### config.mk
export PLATFORM = sky130hd
export DESIGN_NAME = temporizador_jogada_flat
export DESIGN_NICKNAME = d
export VERILOG_FILES = /design/src/rtl/temporizador_jogada_if.sv /design/src/rtl/temporizador_jogada.sv /design/src/flat_wrapper.sv
export SDC_FILE = /design/constraint.sdc
export NUM_CORES = 1
export LEC_CHECK = 0
export CAP_MARGIN = 20
export CORE_ASPECT_RATIO = 1.1
export CORE_MARGIN = 2
export CORE_UTILIZATION = 51
export DETAILED_ROUTE_END_ITERATION = 12
export HOLD_SLACK_MARGIN = 0.03
export PLACE_DENSITY = 0.86
export SYNTH_ARGS = -nofsm -noshare
export SYNTH_HDL_FRONTEND = slang
export SYNTH_SLANG_ARGS = --single-unit
### constraint.sdc
create_clock -name clock -period 2.22 [get_ports clock]
set_clock_uncertainty 0.1 [all_clocks]
set_input_delay 0.222 -clock clock [delete_from_list [all_inputs] [get_ports clock]]
set_output_delay 0.222 -clock clock [all_outputs]
set_load 0.02 [all_outputs]
### src/rtl/temporizador_jogada_if.sv
// temporizador_jogada_if
// Groups the control and status signals of the move timer.
//   master : drives tick, iniciar, pausar, parar, limite; reads status
//   slave  : the timer itself; reads controls, drives contagem, restante,
//            ativo, pausado, timeout, expirado
interface temporizador_jogada_if #(
    parameter int N = 8
) ();
    logic         tick;
    logic         iniciar;
    logic         pausar;
    logic         parar;
    logic [N-1:0] limite;
    logic [N-1:0] contagem;
    logic [N-1:0] restante;
    logic         ativo;
    logic         pausado;
    logic         timeout;
    logic         expirado;

    modport master (
        output tick, iniciar, pausar, parar, limite,
        input  contagem, restante, ativo, pausado, timeout, expirado
    );

    modport slave (
        input  tick, iniciar, pausar, parar, limite,
        output contagem, restante, ativo, pausado, timeout, expirado
    );
endinterface

### src/rtl/temporizador_jogada.sv
// temporizador_jogada
// Counts prescaler ticks up to a limit captured at start and flags a
// timeout when the limit is reached (per-move time limit of the game).
// Ports:
//   clock : system clock, rising edge
//   reset : asynchronous, active-high
//   bus   : slave side of temporizador_jogada_if
//           in : tick, iniciar (start/restart), pausar (level), parar (abort),
//                limite (sampled on iniciar)
//           out: contagem, restante (= limite_reg - contagem), ativo, pausado,
//                timeout (one-cycle pulse), expirado (level)
// Input priority every cycle: parar > iniciar > pausar > tick.
module temporizador_jogada #(
    parameter int N                   = 8,
    parameter int ESPERA_TICK_INICIAL = 0
) (
    input logic                  clock,
    input logic                  reset,
    temporizador_jogada_if.slave bus
);

    typedef enum logic [1:0] {
        OCIOSO,
        CONTANDO,
        PAUSADO,
        ESGOTADO
    } estado_t;

    estado_t      estado;
    logic [N-1:0] limite_reg;
    logic [N-1:0] contagem;
    logic         pular_tick;
    logic         ativo;
    logic         pausado;
    logic         timeout;
    logic         expirado;

    // While counting, contagem < limite_reg <= 2^N-1, so the increment
    // never wraps and the equality test detects the final tick exactly.
    logic [N-1:0] contagem_mais_um;
    assign contagem_mais_um = contagem + N'(1);

    // Single state machine; status flags are registered together with the
    // state so they always agree with it. timeout defaults low each cycle,
    // which guarantees a single-cycle pulse.
    always_ff @(posedge clock or posedge reset) begin
        if (reset) begin
            estado     <= OCIOSO;
            limite_reg <= '0;
            contagem   <= '0;
            pular_tick <= 1'b0;
            ativo      <= 1'b0;
            pausado    <= 1'b0;
            timeout    <= 1'b0;
            expirado   <= 1'b0;
        end else begin
            timeout <= 1'b0;
            if (bus.parar) begin
                // Abort keeps limite_reg so restante shows the full limit.
                estado   <= OCIOSO;
                contagem <= '0;
                ativo    <= 1'b0;
                pausado  <= 1'b0;
                expirado <= 1'b0;
            end else if (bus.iniciar) begin
                limite_reg <= bus.limite;
                contagem   <= '0;
                pular_tick <= (ESPERA_TICK_INICIAL != 0);
                pausado    <= 1'b0;
                if (bus.limite == '0) begin
                    // A zero limit expires immediately.
                    estado   <= ESGOTADO;
                    timeout  <= 1'b1;
                    expirado <= 1'b1;
                    ativo    <= 1'b0;
                end else begin
                    estado   <= CONTANDO;
                    expirado <= 1'b0;
                    ativo    <= 1'b1;
                end
            end else begin
                case (estado)
                    CONTANDO: begin
                        if (bus.pausar) begin
                            estado  <= PAUSADO;
                            pausado <= 1'b1;
                        end else if (bus.tick) begin
                            if (pular_tick) begin
                                // First tick after start may be a partial period.
                                pular_tick <= 1'b0;
                            end else begin
                                contagem <= contagem_mais_um;
                                if (contagem_mais_um == limite_reg) begin
                                    estado   <= ESGOTADO;
                                    timeout  <= 1'b1;
                                    expirado <= 1'b1;
                                    ativo    <= 1'b0;
                                end
                            end
                        end
                    end
                    PAUSADO: begin
                        // A tick in the release cycle is dropped on purpose.
                        if (!bus.pausar) begin
                            estado  <= CONTANDO;
                            pausado <= 1'b0;
                        end
                    end
                    default: begin
                    end
                endcase
            end
        end
    end

    assign bus.contagem = contagem;
    assign bus.restante = limite_reg - contagem;
    assign bus.ativo    = ativo;
    assign bus.pausado  = pausado;
    assign bus.timeout  = timeout;
    assign bus.expirado = expirado;

endmodule

### src/flat_wrapper.sv
// flat-port wrapper written by rule: the top's interface ports become plain ports
module temporizador_jogada_flat 
#(
    parameter int N                   = 8,
    parameter int ESPERA_TICK_INICIAL = 0
)
  (clock, reset, bus_tick, bus_iniciar, bus_pausar, bus_parar, bus_limite, bus_contagem, bus_restante, bus_ativo, bus_pausado, bus_timeout, bus_expirado);
  temporizador_jogada_if #(.N(N)) bus_i ();
  input logic clock;
  input logic reset;
  input wire logic [$bits(bus_i.tick)-1:0] bus_tick;
  input wire logic [$bits(bus_i.iniciar)-1:0] bus_iniciar;
  input wire logic [$bits(bus_i.pausar)-1:0] bus_pausar;
  input wire logic [$bits(bus_i.parar)-1:0] bus_parar;
  input wire logic [$bits(bus_i.limite)-1:0] bus_limite;
  output wire logic [$bits(bus_i.contagem)-1:0] bus_contagem;
  output wire logic [$bits(bus_i.restante)-1:0] bus_restante;
  output wire logic [$bits(bus_i.ativo)-1:0] bus_ativo;
  output wire logic [$bits(bus_i.pausado)-1:0] bus_pausado;
  output wire logic [$bits(bus_i.timeout)-1:0] bus_timeout;
  output wire logic [$bits(bus_i.expirado)-1:0] bus_expirado;
  assign bus_i.tick = bus_tick;
  assign bus_i.iniciar = bus_iniciar;
  assign bus_i.pausar = bus_pausar;
  assign bus_i.parar = bus_parar;
  assign bus_i.limite = bus_limite;
  assign bus_contagem = bus_i.contagem;
  assign bus_restante = bus_i.restante;
  assign bus_ativo = bus_i.ativo;
  assign bus_pausado = bus_i.pausado;
  assign bus_timeout = bus_i.timeout;
  assign bus_expirado = bus_i.expirado;
  temporizador_jogada #(.N(N), .ESPERA_TICK_INICIAL(ESPERA_TICK_INICIAL)) u_core (.clock(clock), .reset(reset), .bus(bus_i));
endmodule
==> qor.yml, run 1 <==
rsz0062_at_grt: "true"
synthFlopType: "dfrtp_1"
synth_edf_count: 0
grt_first_pass_wirelength_um: 7162
cts_buffer_depth: 2
setup_ws_ns: -0.1267
power_frac_seq_pct: 39.1
grt_pass1_vias: 1557
max_freq_mhz: 426.1
rows: 21
cts_tree: "built"
end_kind: "output pin"
swShare_pct: 35.01
synth_cell_type_count: 43
fp.dieW_um: 57.24
outcome: "complete, but fails checks"
comb_power_share_pct: 44.8
cts-root-buf: "clkbuf_4"
antenna_found_initial: 0
die_height_um: 62.57
ir_drop_uv: 354.2
critPathRequiredTime_ns: 1.90
place_hpwl_um: 3286
dieArea_um2: 3581
post-route-drc-count: 0
synthCells: 172
path_class: "reg -> out"
async_flop_share_pct: 100.0
grt-ovfl-total: 0
clk_latency_ns: 0.30
dp_slack_ns: -0.4261
period_share_pct: 105.7
first_pass_iters: 4
setup_viol_count_final: 4
final_common_cell: "buf_4"
cp_max_fo: 2
track_usage_pct: 24.88
n_antenna_cell: 0
worst_pin_slew_ns: 0.5858
postSynthAreaPerCell_um2: 9.246
drt_first_iter_violations: 88
p_switching_uw: 406.7
final_max_slew_viol_count: 0
via_count: 1568
drive_gt1_share_pct: 29.18
worstSetupStartpointType: "flip-flop"
finalHoldViolCount: 0
avgRoutedWirePerCell_um: 16.03
cp.arrival_ns: 2.02
clk_pin_slew_ns: 0.13
wl_um: 4281
io_buffers: 33
max_slew_margin_pct: 60.59
numCtsBuffers: 3
synth_seq_cells: 22
violations: "negative setup slack"
place_congestion: 0.9299
intPower_uw: 754.8
synth_area_um2: 1590
initial_core_util_pct: 52.63
ctsHoldBuffers: 0
syn-num-nets: 197
viasPerCell: 5.873
min_period_ns: 2.347
hold_path.class: "in -> async"
h-tree-depth: 1
finalNetCount: 260
yosysWarnings: 0
grt_start_max_net_pins: 23
clkPwrFrac_pct: 16.1
max_cap_viol_count: 0
clock-sinks: 22
area.growth.synth_to_final_pct: 42.01
utilization_pct: 74.74
ant_nets: 0
p_leak_nw: 0.9672
yosysSeqAreaShare_pct: 34.62
p_per_area_nw_per_um2: 514.3
coreArea_um2: 3022
io_pins: 34
layout_common_cells: "33 x buf_4, 26 x clkdlybuf4s50_1, 22 x dfrtp_1"
[routing by layer]
| metal | share of wire (%) | wire length, um | global-route usage (%) |
|---|---|---|---|
| met5 | 0 | 0 | 0 |
| met3 | 5.6 | 238 | 1.656 |
| met4 | 1.0 | 43 | 6.977 |
| met1 | 38 | 1621 | 30.15 |
| met2 | 56 | 2378 | 46.41 |
[path summary, 6_finish.rpt]
check                                        from                    to  slack [ns]  cells after the start
hold reg to reg               u_core.bus.expirado   u_core.bus.expirado        0.43                      1
setup / recovery           u_core.bus.contagem[0]       bus_restante[6]       -0.13                      9
max in group asynchronous                   reset  u_core.limite_reg[7]        1.64                      3
setup reg to reg           u_core.bus.contagem[0]   u_core.bus.expirado        0.06                      8
min in group clock                  bus_limite[1]  u_core.limite_reg[1]        0.40                      3
hold / removal                              reset   u_core.bus.expirado        0.15                      3
[worst max-delay path, stage by stage, from the launching register on]
cell	delay, ns
dfrtp_1	0.45
ha_4	0.19
fa_2	0.34
nor2b_1	0.13
o21ai_1	0.07
nand2b_1	0.09
a21o_1	0.12
a21oi_2	0.06
xnor2_2	0.12
buf_4	0.15
[power groups by stage]
stage / clock network [mW] / logic [mW] / registers (mW)
after CTS: 0.183 / 0.499 / 0.453
final: 0.187 / 0.521 / 0.454
after global routing: 0.202 / 0.560 / 0.458
after detailed placement: 0 / 0.496 / 0.460
after floorplan: 0 / 0.272 / 0.465
after global placement: 0 / 0.474 / 0.458
[cell usage after synthesis (2+ instances only)]
cell type	number	area (um2)
a21o_1	3	22.52
dfrtp_1	22	550.5
nand3_1	5	25.02
nand2_1	13	48.80
and2_2	2	15.01
or2_2	2	12.51
a21oi_1	11	55.05
xor2_1	5	43.79
mux2_2	6	67.56
a211o_1	2	17.52
xnor2_1	11	96.34
buf_2	2	10.01
nor2_1	14	52.55
inv_1	14	52.55
nor3_1	5	25.02
o21ai_0	10	50.05
a211oi_1	3	22.52
ha_1	10	125.1
clkbuf_1	2	7.510
nand2b_1	2	12.51
nor4_1	2	12.51
nor2b_1	5	31.28
[cell families (layout without fill, tap and decap cells)]
kind of cell / Yosys count / in the layout / synth area share, %
AO/OA/AOI/OAI: 38 / 38 / 16.76
XOR/XNOR: 17 / 17 / 9.835
adder cells (fa/ha/maj): 11 / 11 / 9.127
buffers and inverters: 18 / 79 / 4.406
flip-flops: 22 / 22 / 34.62
multiplexers: 6 / 6 / 4.248
AND/OR/NAND/NOR: 60 / 60 / 21.01
[timing repair]
| action | CTS | global route |
|---|---|---|
| setup endpoints to repair | 9 | 9 |
| cloned | 0 | 0 |
| buffers inserted | 1 | 4 |
| pin swaps | 9 | 7 |
| resized for setup | 38 | 11 |
[through the flow]
step	cells	power, mW	area [um2]	TNS, ns	hold WS, ns
3_3_place_gp	262	0.9323	2156	-0.9533	0.3902
4_1_cts	265	1.135	2220	-0.3548	0.1703
5_1_grt	267	1.220	2258	-0.8715	0.1989
3_5_place_dp	262	0.9563	2156	-1.412	0.3988
6_report	267	1.161	2258	-0.3593	0.1512
2_1_floorplan	172	0.7376	1598	0	0.1112
[layout make-up]
cell class	instances	area, um2
inverters	14	52.55
well taps	34	42.54
fillers	233	763.2
clock buffers	3	22.52
repair buffers	62	533.0
flip-flops and latches	22	550.5
multi-input cells	132	1057
(Power assumes the default switching activity.)
==> run 2, diff against run 1 <==
- CORE_ASPECT_RATIO: 1.1 -> 2
==> run 2 against run 1 <==
  * The run still ends with negative setup slack left
  * Worst setup slack gained 0.10 ns
  * Sequential power is essentially flat
  * Die area grew 0.75%
  * First-iteration DRC count shrank 53%
  * Final cell count shrank 2.2%
  * Power grew 3.3%
  * Highest routed layer unchanged
==> qor.yml, run 2 (synthesis results as in run 1) <==
io_pins: 34
first_pass_iters: 4
finalSetupTns_ns: -0.03798
initial_core_util_pct: 53.40
max_cap_viol_count: 0
finalHoldViolCount: 0
final_common_cell: "buf_4"
avgRoutedWirePerCell_um: 15.07
swShare_pct: 33.15
whs_ns: 0.1902
drive_gt1_share_pct: 28.57
power_frac_seq_pct: 37.7
rows: 28
grt_start_max_net_pins: 23
dieArea_um2: 3608
ir_drop_uv: 550.5
clk_pin_slew_ns: 0.07
coreArea_um2: 2978
clock-sinks: 22
setup_ws_ns: -0.02634
h-tree-depth: 1
comb_power_share_pct: 42.2
setup_viol_count_final: 3
cts_buffer_depth: 2
finalNonFillerCells: 261
startpoint: "u_core.bus.contagem[0]"
r2r-start: "u_core.bus.contagem[0]"
cts-root-buf: "clkbuf_8"
end_kind: "output pin"
post-route-drc-count: 0
dp_cells: 258
min_period_ns: 2.246
ctsHoldBuffers: 0
worstSetupStartpointType: "flip-flop"
grt-ovfl-total: 0
max_freq_mhz: 445.2
final_max_slew_viol_count: 0
critPathRequiredTime_ns: 1.90
cp.arrival_ns: 1.92
die_height_um: 82.97
finalNetCount: 258
max_stage_delay_ns: 0.41
wl_um: 3933
track_usage_pct: 24.66
fp.dieW_um: 43.49
max_slew_margin_pct: 58.74
place_hpwl_um: 3243
numCtsBuffers: 3
clkPwrFrac_pct: 20.1
place_congestion: 0.8405
grt_first_pass_wirelength_um: 6900
outcome: "complete, but fails checks"
layout_common_cells: "31 x buf_4, 26 x clkdlybuf4s50_1, 22 x dfrtp_1"
path_class: "reg -> out"
intPower_uw: 802.4
p_leak_nw: 0.9484
r2r_slack_ns: -0.01
cts_tree: "built"
cp_max_fo: 2
n_antenna_cell: 0
grt_pass1_vias: 1589
path_cells: "ha_4 > fa_2 > nor2b_1 > o21ai_1 > nand2b_1 > a21o_1 > a21oi_2 > xnor2_2 > buf_4"
clk_latency_ns: 0.26
ant_nets: 0
antenna_found_initial: 0
slowest_stage: "dfrtp_1"
period_share_pct: 101.2
p_switching_uw: 397.8
viasPerCell: 5.759
rsz0062_at_grt: "true"
drt_first_iter_violations: 41
area.growth.synth_to_final_pct: 40.13
p_per_area_nw_per_um2: 538.6
io_buffers: 33
violations: "negative setup slack"
via_count: 1503
worst_pin_slew_ns: 0.6133
hold_path.class: "in -> async"
## run 2: metal layers
metal	up-vias	wire [um]	GRT usage [%]
li1	718	-	-
met2	45	2277	44.91
met3	13	131	1.739
met4	0	165	14.60
met5	-	0	0
met1	727	1359	25.70
## run 2: path summary, 6_finish.rpt
kind,to,cells after the start
min in group clock,u_core.bus.expirado,1
setup / recovery,bus_restante[6],9
max in group asynchronous,u_core.bus.contagem[6],3
hold / removal,u_core.bus.expirado,3
hold reg to reg,u_core.bus.expirado,1
setup reg to reg,u_core.bus.expirado,8
## run 2: through the flow
stage / setup slack (ns) / util [%] / power, mW / instance area [um2]
global placement: -0.2952 / 72.23 / 0.9353 / 2151
floorplan: 0.01291 / - / 0.7376 / 1598
CTS: -0.05008 / 74.29 / 1.193 / 2212
detailed placement: -0.3720 / 72.23 / 0.9563 / 2151
finish: -0.02634 / 74.83 / 1.200 / 2228
global route: -0.1427 / 74.83 / 1.276 / 2228
## run 2: timing repair
item	CTS	global route
buffers inserted	0	0
endpoints found under the setup margin	9	9
gates resized for setup	33	10
pin swaps	5	2
## run 2: area by class of cell
type / count / area [um2]
fillers: 203 / 749.5
multi-input cells: 132 / 1031
well taps: 30 / 37.54
clock buffers: 3 / 41.29
flip-flops and latches: 22 / 550.5
inverters: 14 / 52.55
repair buffers: 60 / 515.5
## run 2: power by group through the flow
stage / combinational, mW / clock [mW] / sequential (mW)
final: 0.506 / 0.241 / 0.453
after global routing: 0.548 / 0.273 / 0.455
after CTS: 0.493 / 0.248 / 0.452
after detailed placement: 0.497 / 0 / 0.460
after global placement: 0.478 / 0 / 0.457
after floorplan: 0.272 / 0 / 0.465
## run 2: critical path, delay by kind of cell (launching register included)
family                   cells  cell delay (ns)
XOR/XNOR                     1             0.12
adder cells (fa/ha/maj)      2             0.52
flip-flops                   1             0.41
AO/OA/AOI/OAI                3             0.26
AND/OR/NAND/NOR              2             0.20
buffers and inverters        1             0.15
